--- src/rtl/vx_secded_dec_pipe.sv ---
// Two-stage pipelined SECDED decoder: NUM_WORDS codewords per beat, valid/ready,
// saturating error counters and first-uncorrectable log. Macro VX_SECDED_INJECT_EN adds error injection.
module vx_secded_dec_pipe #(
  parameter int unsigned DATA_BITS    = 15,
  parameter int unsigned NUM_WORDS    = 4,
  parameter int unsigned TAG_WIDTH    = 8,
  parameter int unsigned COUNT_BITS   = 16,
  localparam int unsigned HAMMING_BITS = $clog2(DATA_BITS + $clog2(DATA_BITS + 1) + 1),
  localparam int unsigned ENCODED_BITS = DATA_BITS + HAMMING_BITS + 1
) (
  input  logic                              clk,
  input  logic                              reset,
`ifdef VX_SECDED_INJECT_EN
  input  logic                              inj_en,
  input  logic [NUM_WORDS*ENCODED_BITS-1:0] inj_mask,
`endif
  input  logic                              in_valid,
  output logic                              in_ready,
  input  logic [NUM_WORDS*ENCODED_BITS-1:0] in_data,
  input  logic [TAG_WIDTH-1:0]              in_tag,
  output logic                              out_valid,
  input  logic                              out_ready,
  output logic [NUM_WORDS*DATA_BITS-1:0]    out_data,
  output logic [TAG_WIDTH-1:0]              out_tag,
  output logic [NUM_WORDS-1:0]              out_corrected,
  output logic [NUM_WORDS-1:0]              out_invalid,
  output logic [COUNT_BITS-1:0]             cnt_corr,
  output logic [COUNT_BITS-1:0]             cnt_uncorr,
  output logic                              err_valid,
  output logic [TAG_WIDTH-1:0]              err_tag,
  output logic [NUM_WORDS-1:0]              err_word,
  input  logic                              stat_clr
);

  localparam int unsigned SUM_W = COUNT_BITS + $clog2(NUM_WORDS + 1);

  typedef logic [ENCODED_BITS-1:0] cw_t;
  typedef logic [HAMMING_BITS-1:0] syn_t;

  // Hamming position of data bit j: j-th position that is not a power of two.
  function automatic int unsigned data_pos(input int unsigned j);
    int unsigned k;
    k = 0;
    for (int unsigned pos = 1; pos < ENCODED_BITS; pos++) begin
      if ((pos & (pos - 1)) != 0) begin
        if (k == j) return pos;
        k++;
      end
    end
    return 1;
  endfunction

  logic                           s1_valid, s1_adv, s2_adv, out_hs;
  cw_t  [NUM_WORDS-1:0]           in_cw, s1_cw, fix_c;
  syn_t [NUM_WORDS-1:0]           syn_c, s1_syn;
  logic [NUM_WORDS-1:0]           par_c, s1_par, corr_c, inv_c;
  logic [TAG_WIDTH-1:0]           s1_tag;
  logic [NUM_WORDS*DATA_BITS-1:0] dat_c;
  logic [SUM_W-1:0]               corr_sum_c, uncorr_sum_c;

  assign s2_adv   = ~out_valid | out_ready;
  assign s1_adv   = ~s1_valid | s2_adv;
  assign in_ready = s1_adv;
  assign out_hs   = out_valid & out_ready;

`ifdef VX_SECDED_INJECT_EN
  assign in_cw = in_data ^ (inj_en ? inj_mask : '0);
`else
  assign in_cw = in_data;
`endif

  // Stage-1 syndrome and overall parity per word
  always_comb begin
    syn_c = '0;
    par_c = '0;
    for (int w = 0; w < int'(NUM_WORDS); w++) begin
      par_c[w] = ^in_cw[w];
      for (int i = 0; i < int'(ENCODED_BITS) - 1; i++) begin
        for (int p = 0; p < int'(HAMMING_BITS); p++) begin
          if ((((i + 1) >> p) & 1) != 0) syn_c[w][p] = syn_c[w][p] ^ in_cw[w][i];
        end
      end
    end
  end

  // Stage-2 classification and single-bit correction
  always_comb begin
    fix_c  = s1_cw;
    corr_c = '0;
    inv_c  = '0;
    for (int w = 0; w < int'(NUM_WORDS); w++) begin
      if (s1_syn[w] == '0) begin
        corr_c[w] = s1_par[w];
      end else if (!s1_par[w] || (s1_syn[w] > HAMMING_BITS'(ENCODED_BITS - 1))) begin
        inv_c[w] = 1'b1;
      end else begin
        corr_c[w] = 1'b1;
        for (int i = 0; i < int'(ENCODED_BITS) - 1; i++) begin
          if (s1_syn[w] == HAMMING_BITS'(i + 1)) fix_c[w][i] = ~s1_cw[w][i];
        end
      end
    end
  end

  for (genvar w = 0; w < int'(NUM_WORDS); w++) begin : g_word
    for (genvar j = 0; j < int'(DATA_BITS); j++) begin : g_bit
      localparam int unsigned POS = data_pos(j);
      assign dat_c[w*DATA_BITS + j] = fix_c[w][POS-1];
    end
  end

  assign corr_sum_c   = SUM_W'(cnt_corr) + SUM_W'($countones(out_corrected));
  assign uncorr_sum_c = SUM_W'(cnt_uncorr) + SUM_W'($countones(out_invalid));

  always_ff @(posedge clk) begin
    if (reset) begin
      s1_valid      <= 1'b0;
      s1_cw         <= '0;
      s1_syn        <= '0;
      s1_par        <= '0;
      s1_tag        <= '0;
      out_valid     <= 1'b0;
      out_data      <= '0;
      out_tag       <= '0;
      out_corrected <= '0;
      out_invalid   <= '0;
      cnt_corr      <= '0;
      cnt_uncorr    <= '0;
      err_valid     <= 1'b0;
      err_tag       <= '0;
      err_word      <= '0;
    end else begin
      if (s1_adv) begin
        s1_valid <= in_valid;
        if (in_valid) begin
          s1_cw  <= in_cw;
          s1_syn <= syn_c;
          s1_par <= par_c;
          s1_tag <= in_tag;
        end
      end
      if (s2_adv) begin
        out_valid <= s1_valid;
        if (s1_valid) begin
          out_data      <= dat_c;
          out_tag       <= s1_tag;
          out_corrected <= corr_c;
          out_invalid   <= inv_c;
        end
      end
      // Clear beats a same-cycle handshake; counters saturate at all-ones
      if (stat_clr) begin
        cnt_corr   <= '0;
        cnt_uncorr <= '0;
        err_valid  <= 1'b0;
      end else if (out_hs) begin
        cnt_corr   <= (corr_sum_c[SUM_W-1:COUNT_BITS] != '0) ? '1 : corr_sum_c[COUNT_BITS-1:0];
        cnt_uncorr <= (uncorr_sum_c[SUM_W-1:COUNT_BITS] != '0) ? '1 : uncorr_sum_c[COUNT_BITS-1:0];
        if (!err_valid && (out_invalid != '0)) begin
          err_valid <= 1'b1;
          err_tag   <= out_tag;
          err_word  <= out_invalid;
        end
      end
    end
  end

endmodule

--- config.mk ---
export PLATFORM = sky130hd
export DESIGN_NAME = vx_secded_dec_pipe
export DESIGN_NICKNAME = d
export VERILOG_FILES = /design/src/rtl/vx_secded_dec_pipe.sv
export SDC_FILE = /design/constraint.sdc
export NUM_CORES = 1
export LEC_CHECK = 0
export ABC_AREA = 1
export CAP_MARGIN = 20
export CORE_ASPECT_RATIO = 1.2
export CORE_MARGIN = 2
export CORE_UTILIZATION = 49
export CTS_CLUSTER_SIZE = 25
export DETAILED_ROUTE_END_ITERATION = 12
export GPL_ROUTABILITY_DRIVEN = 0
export PLACE_DENSITY_LB_ADDON = 0.15
export RECOVER_POWER = 25
export SLEW_MARGIN = 15
export SYNTH_ARGS = -nofsm -noshare
export SYNTH_HDL_FRONTEND = slang
export SYNTH_SLANG_ARGS = --single-unit
--- constraint.sdc ---
create_clock -name clk -period 2.58 [get_ports clk]
set_input_delay 0.387 -clock clk [delete_from_list [all_inputs] [get_ports clk]]
set_output_delay 0.387 -clock clk [all_outputs]
set_load 0.005 [all_outputs]
# After elaboration in Yosys (flattened, before gate mapping)
# Index checks and enable logic that the tools add are counted.
[totals]
regBits = 235
in_bits = 97
output_inout_bits = 123
word_cells = 479
[classes]
n_addsub = 8
magnitude_cmp = 4
n_eq_ne = 80
n_mux = 106
n_bitwise = 234
reduce_logical = 26
[ops]
columns = ["operator", "n"]
rows = [
  ["$eq 5x4->1 const B", 32],
  ["$mux 20", 8],
  ["$xor 1x1->1", 148],
  ["$eq 5x5->1 const B", 20],
  ["$mux 1", 96],
  ["$reduce_xor 21->1", 4],
  ["$not 1->1", 83],
  ["$eq 5x3->1 const B", 16],
  ["$eq 5x2->1 const B", 8],
  ["$add 16x3->17", 2],
  ["$mux 16", 2],
  ["$eq 5x1->1 const B", 4],
  ["$gt 5x5->1 const B", 4],
  ["$logic_not 5->1", 4],
  ["$add 1x1->2", 4],
  ["$add 2x2->3", 2],
  ["$reduce_and 2->1", 3],
  ["$reduce_bool 3->1", 2],
  ["$logic_not 1->1", 5],
  ["$logic_or 1x1->1", 4],
  ["$reduce_bool 4->1", 1],
  ["$reduce_and 3->1", 1],
  ["$or 1x1->1", 2],
  ["$reduce_or 2->1", 1],
  ["other kinds (2)", 2],
]

# Logic depth before layout (Yosys ltp)
[logic_depth]
word_depth = 9
mapped_depth = 15
mapped_depth_nobuf = 14

# Worst setup path after synthesis
# No wires, ideal clock.
[synth_timing]
path_kind = "flip-flop to flip-flop"
from = "register out_invalid[0]"
to = "register cnt_uncorr[10]"
arrival_ns = 2.462
required_time_ns = 2.510
setup_slack_ns = 0.047
path_stages_with_launch = 10
path_buffers = 0
cell_sequence = "dfxtp_1 -> fa_1 -> inv_1 -> fa_1 -> fa_1 -> nor2_1 -> nand3_1 -> nor2_1 -> nand2_2 -> a21oi_1"
[synth_between]
elab_chain_len = 5
[synth_lines]
columns = ["item", "line", "text"]
rows = [
  ["from (decl)", "26", "output logic [NUM_WORDS-1:0] out_invalid,"],
  ["from (signal assigned)", "148", "out_invalid <= inv_c;"],
  ["$add 1x1->2 (not written as such) (*)", "113", "assign uncorr_sum_c = SUM_W'(cnt_uncorr) + SUM_W'($countones(out_invalid));"],
  ["$add 2x2->3 (not written as such) (*)", "113", ""],
  ["$add 16x3->17 (*)", "113", ""],
  ["$reduce_bool 3->1", "158", "cnt_uncorr <= (uncorr_sum_c[SUM_W-1:COUNT_BITS] != '0) ? '1 : uncorr_sum_c[COUNT_BITS-1:0];"],
  ["$mux 16 (*)", "158", ""],
  ["to (signal assigned)", "158", ""],
  ["to (decl)", "28", "output logic [COUNT_BITS-1:0] cnt_uncorr,"],
]
# Every way passes the cells marked *; elsewhere a longest branch is shown, timed or not.
# A chain may end at the register's enable or synchronous reset.

# Final worst setup path
# Ends and elaborated chain as after synthesis.

==> results.toml <==
[worst_setup_path]
endpoint_kind = "register"
cp_max_fo = 8
cp.arrival_ns = 2.90
slowest_stage = "fa_1"
critical_path_class = "register to register"
max_stage_delay_ns = 0.53
crit_chain = "fa_1 -> inv_1 -> fa_2 -> fa_2 -> nor2_2 -> nand3_1 -> nor2_4 -> nand2_4 -> a21oi_1"
required_ns = 3.02
worstSetupStartpointType = "register"
timing.critical_path.mode_cell = "fa_2"

[cts]
numCtsBuffers = 24
insertion_delay_ns = 0.52
clk_pin_slew_ns = 0.06
cts_max_level = 1
cts.sinks = 215
root_buffer = "clkbuf_16"
cts_buffer_depth = 3
cts_tree = "yes"
cts_hold_buf = 0

[synthesis]
synth-seq-cells = 215
synthAdderAreaFrac_pct = 1.271
yosysWarnings = 0
synth_xor_area_share_pct = 10.31
synth_top_family_by_area = "simple AND/OR/NAND/NOR gates"
syn-num-nets = 1966
synthSimpleGateAreaFrac_pct = 28.34
synth_area_um2 = 12400
ys.flop_type = "dfxtp_1"
synth_compound_area_share_pct = 15.14
ys_seq_area_share_pct = 34.71
netlist_instances = 1860
synth_edf_count = 0
yosysUniqueCellTypes = 42
avgSynthCellArea_um2 = 6.668
muxShareOfSynthArea_pct = 0
synthArstFlopShare_pct = 0

[pwr]
power_density_nw_per_um2 = 578.6
p_leak_nw = 7.233
vdd_drop_max_mv = 0.3489
power_w = 0.009126

[grt]
antenna_found_initial = 0
grt_overflow = 0
grt_util_all_layers_pct = 24.11
grt_pass1_vias = 11250
grt_first_pass_wirelength_mm = 53.16
grt_max_degree = 65

[timing]
worst_pin_slew_ns = 1.706
finClkSkew_ns = 0.009209
fmax_mhz = 406.6
fin_crit_sh_pct = 95.33
setup_ws_ns = 0.1205
setup_tns_ns = 0
hold_viol = 0
slew_violations = 36
slew_headroom_pct = -13.70
min_period_ns = 2.460
rsz0062_at_grt = "yes"
finalSetupViolCount = 0

[drt]
ant_nets = 0
drc_errors = 0
first_pass_iters = 5
wl_per_cell_um = 13.61
via_count = 12100
drtIter0Drc = 528
detail_route.vias_per_cell = 5.046
drt_wl_total_mm = 32.63

[job]
drv_cap = 1

[floorplanning]
start_util_pct = 49.95
dieArea_um2 = 26600
num_rows = 63
io_pins = 220
chipWidth_um = 149.2
die_y_um = 178.3
coreArea_um2 = 24830

[placement]
place_area_um2 = 14900
dp_hpwl_mm = 24.30
place_inst = 2355
portBuffers = 219
post-place-ws_ns = -0.06561

[hold_path]
hp-class = "input pin to register"

[final_layout]
nets = 2163
n_antenna_cell = 0
fill_cells = 2271
final_cells = 2397
synthToLayoutAreaGrowth_pct = 27.18
drive_gt1_share_pct = 7.336
fin_area_um2 = 15770

[run_status]
status = "complete, but fails checks"
violations = "capacitance limit, slew limit"
[final cells by class]
cell class	count	area (um2)	area share, %
Timing Repair Buffer	243	2415	15.31
Tap cell	325	406.6	2.578
Inverter	250	942.2	5.973
Clock inverter	7	121.4	0.7695
Clock buffer	34	698.2	4.426
Sequential cell	215	4304	27.29
Multi-Input combinational cell	1323	6885	43.65
[worst max-delay path: cells and delay by family (launching register included)]
kind | cells | cell delay [ns]
AND/OR/NAND/NOR | 4 | 0.59
adder cells (fa/ha/maj) | 3 | 1.25
AO/OA/AOI/OAI | 1 | 0.18
buffers and inverters | 1 | 0.05
flip-flops | 1 | 0.32
[cells in the final DEF (no fill, tap or decap), types with 14 or more instances in the layout]
cell	instances
a21oi_1	116
buf_4	17
clkbuf_16	24
clkdlybuf4s50_1	218
dfxtp_1	215
inv_1	214
inv_2	30
nand2_1	456
nand2_2	18
nand3_1	68
nor2_1	233
nor3_1	14
o21ai_0	108
o21ai_1	44
o221ai_1	29
xnor2_1	69
xor2_1	77
[repair_timing]
| item | 4_1_cts | 5_1_grt |
|---|---|---|
| setup endpoints to repair | 10 | 27 |
| resized for setup | 5 | 10 |
| pin swaps | 2 | 2 |
| setup buffers | 1 | 0 |
[path summary, 6_finish.rpt]
| path | from | to | slack, ns | cells after the start |
|---|---|---|---|---|
| hold / removal | reset | err_word[3] | 0.29 | 2 |
| setup reg to reg | out_invalid[0] | cnt_uncorr[10] | 0.12 | 9 |
| setup / recovery | out_invalid[0] | cnt_uncorr[10] | 0.12 | 9 |
| hold reg to reg | s1_tag[7] | s1_tag[7] | 0.48 | 2 |
[flip-flops by register name (all words and copies together) (netlist names), 8 cells and up]
name        cells
s1_syn         20
out_tag         8
cnt_uncorr     16
s1_cw          60
cnt_corr       16
err_tag         8
out_data       60
s1_tag          8
[routing by layer]
metal | track usage [%] | part of all wire [%] | vias to the layer above
li1 | - | - | 6269
met1 | 28.97 | 42 | 5463
met2 | 44.59 | 50 | 300
met3 | 3.453 | 5.8 | 63
met4 | 6.667 | 2.5 | 0
met5 | 0 | 0 | -
[cell usage after synthesis, types with 3 or more instances]
| master | instances | area (um2) |
|---|---|---|
| a21oi_1 | 117 | 585.6 |
| a21oi_2 | 9 | 78.83 |
| a31oi_1 | 7 | 43.79 |
| a31oi_4 | 3 | 63.81 |
| buf_2 | 35 | 175.2 |
| clkbuf_1 | 31 | 116.4 |
| clkinv_1 | 3 | 11.26 |
| dfxtp_1 | 215 | 4304 |
| fa_1 | 6 | 120.1 |
| ha_1 | 3 | 37.54 |
| inv_1 | 217 | 814.5 |
| inv_2 | 30 | 112.6 |
| nand2_1 | 455 | 1708 |
| nand2_2 | 20 | 125.1 |
| nand3_1 | 68 | 340.3 |
| nand3_2 | 5 | 50.05 |
| nand3b_1 | 10 | 75.07 |
| nand4_1 | 10 | 62.56 |
| nor2_1 | 236 | 885.9 |
| nor2_2 | 3 | 18.77 |
| nor2_4 | 6 | 67.56 |
| nor3_1 | 14 | 70.07 |
| nor3_2 | 3 | 30.03 |
| o211ai_1 | 5 | 37.54 |
| o21ai_0 | 108 | 540.5 |
| o21ai_1 | 44 | 220.2 |
| o221ai_1 | 29 | 254.0 |
| o311ai_1 | 3 | 26.28 |
| or2_1 | 4 | 25.02 |
| xnor2_1 | 69 | 604.3 |
| xor2_1 | 77 | 674.4 |
[power breakdown]
group          switching [W]  leakage [nW]  total (W)  internal (W)
registers           0.000175          1.77    0.00371       0.00354
logic                0.00108          5.06    0.00189      0.000814
clock network        0.00135         0.405    0.00353       0.00217
total                0.00260          7.23    0.00913       0.00652
[metrics by stage]
step,utilization [%],hold WS (ns)
after CTS,63.43,0.2636
after global placement,60.03,0.4583
after detailed placement,60.03,0.4679
final,63.52,0.2854
after global routing,63.52,0.2818
after floorplan,-,0.4444
[cells by family after synthesis]
group           after synthesis
simple gates                840
compound gates              328
buf+inv                     322
flops                       215
xor+xnor                    146
fa+ha+maj                     9
(Power assumes the default switching activity.)
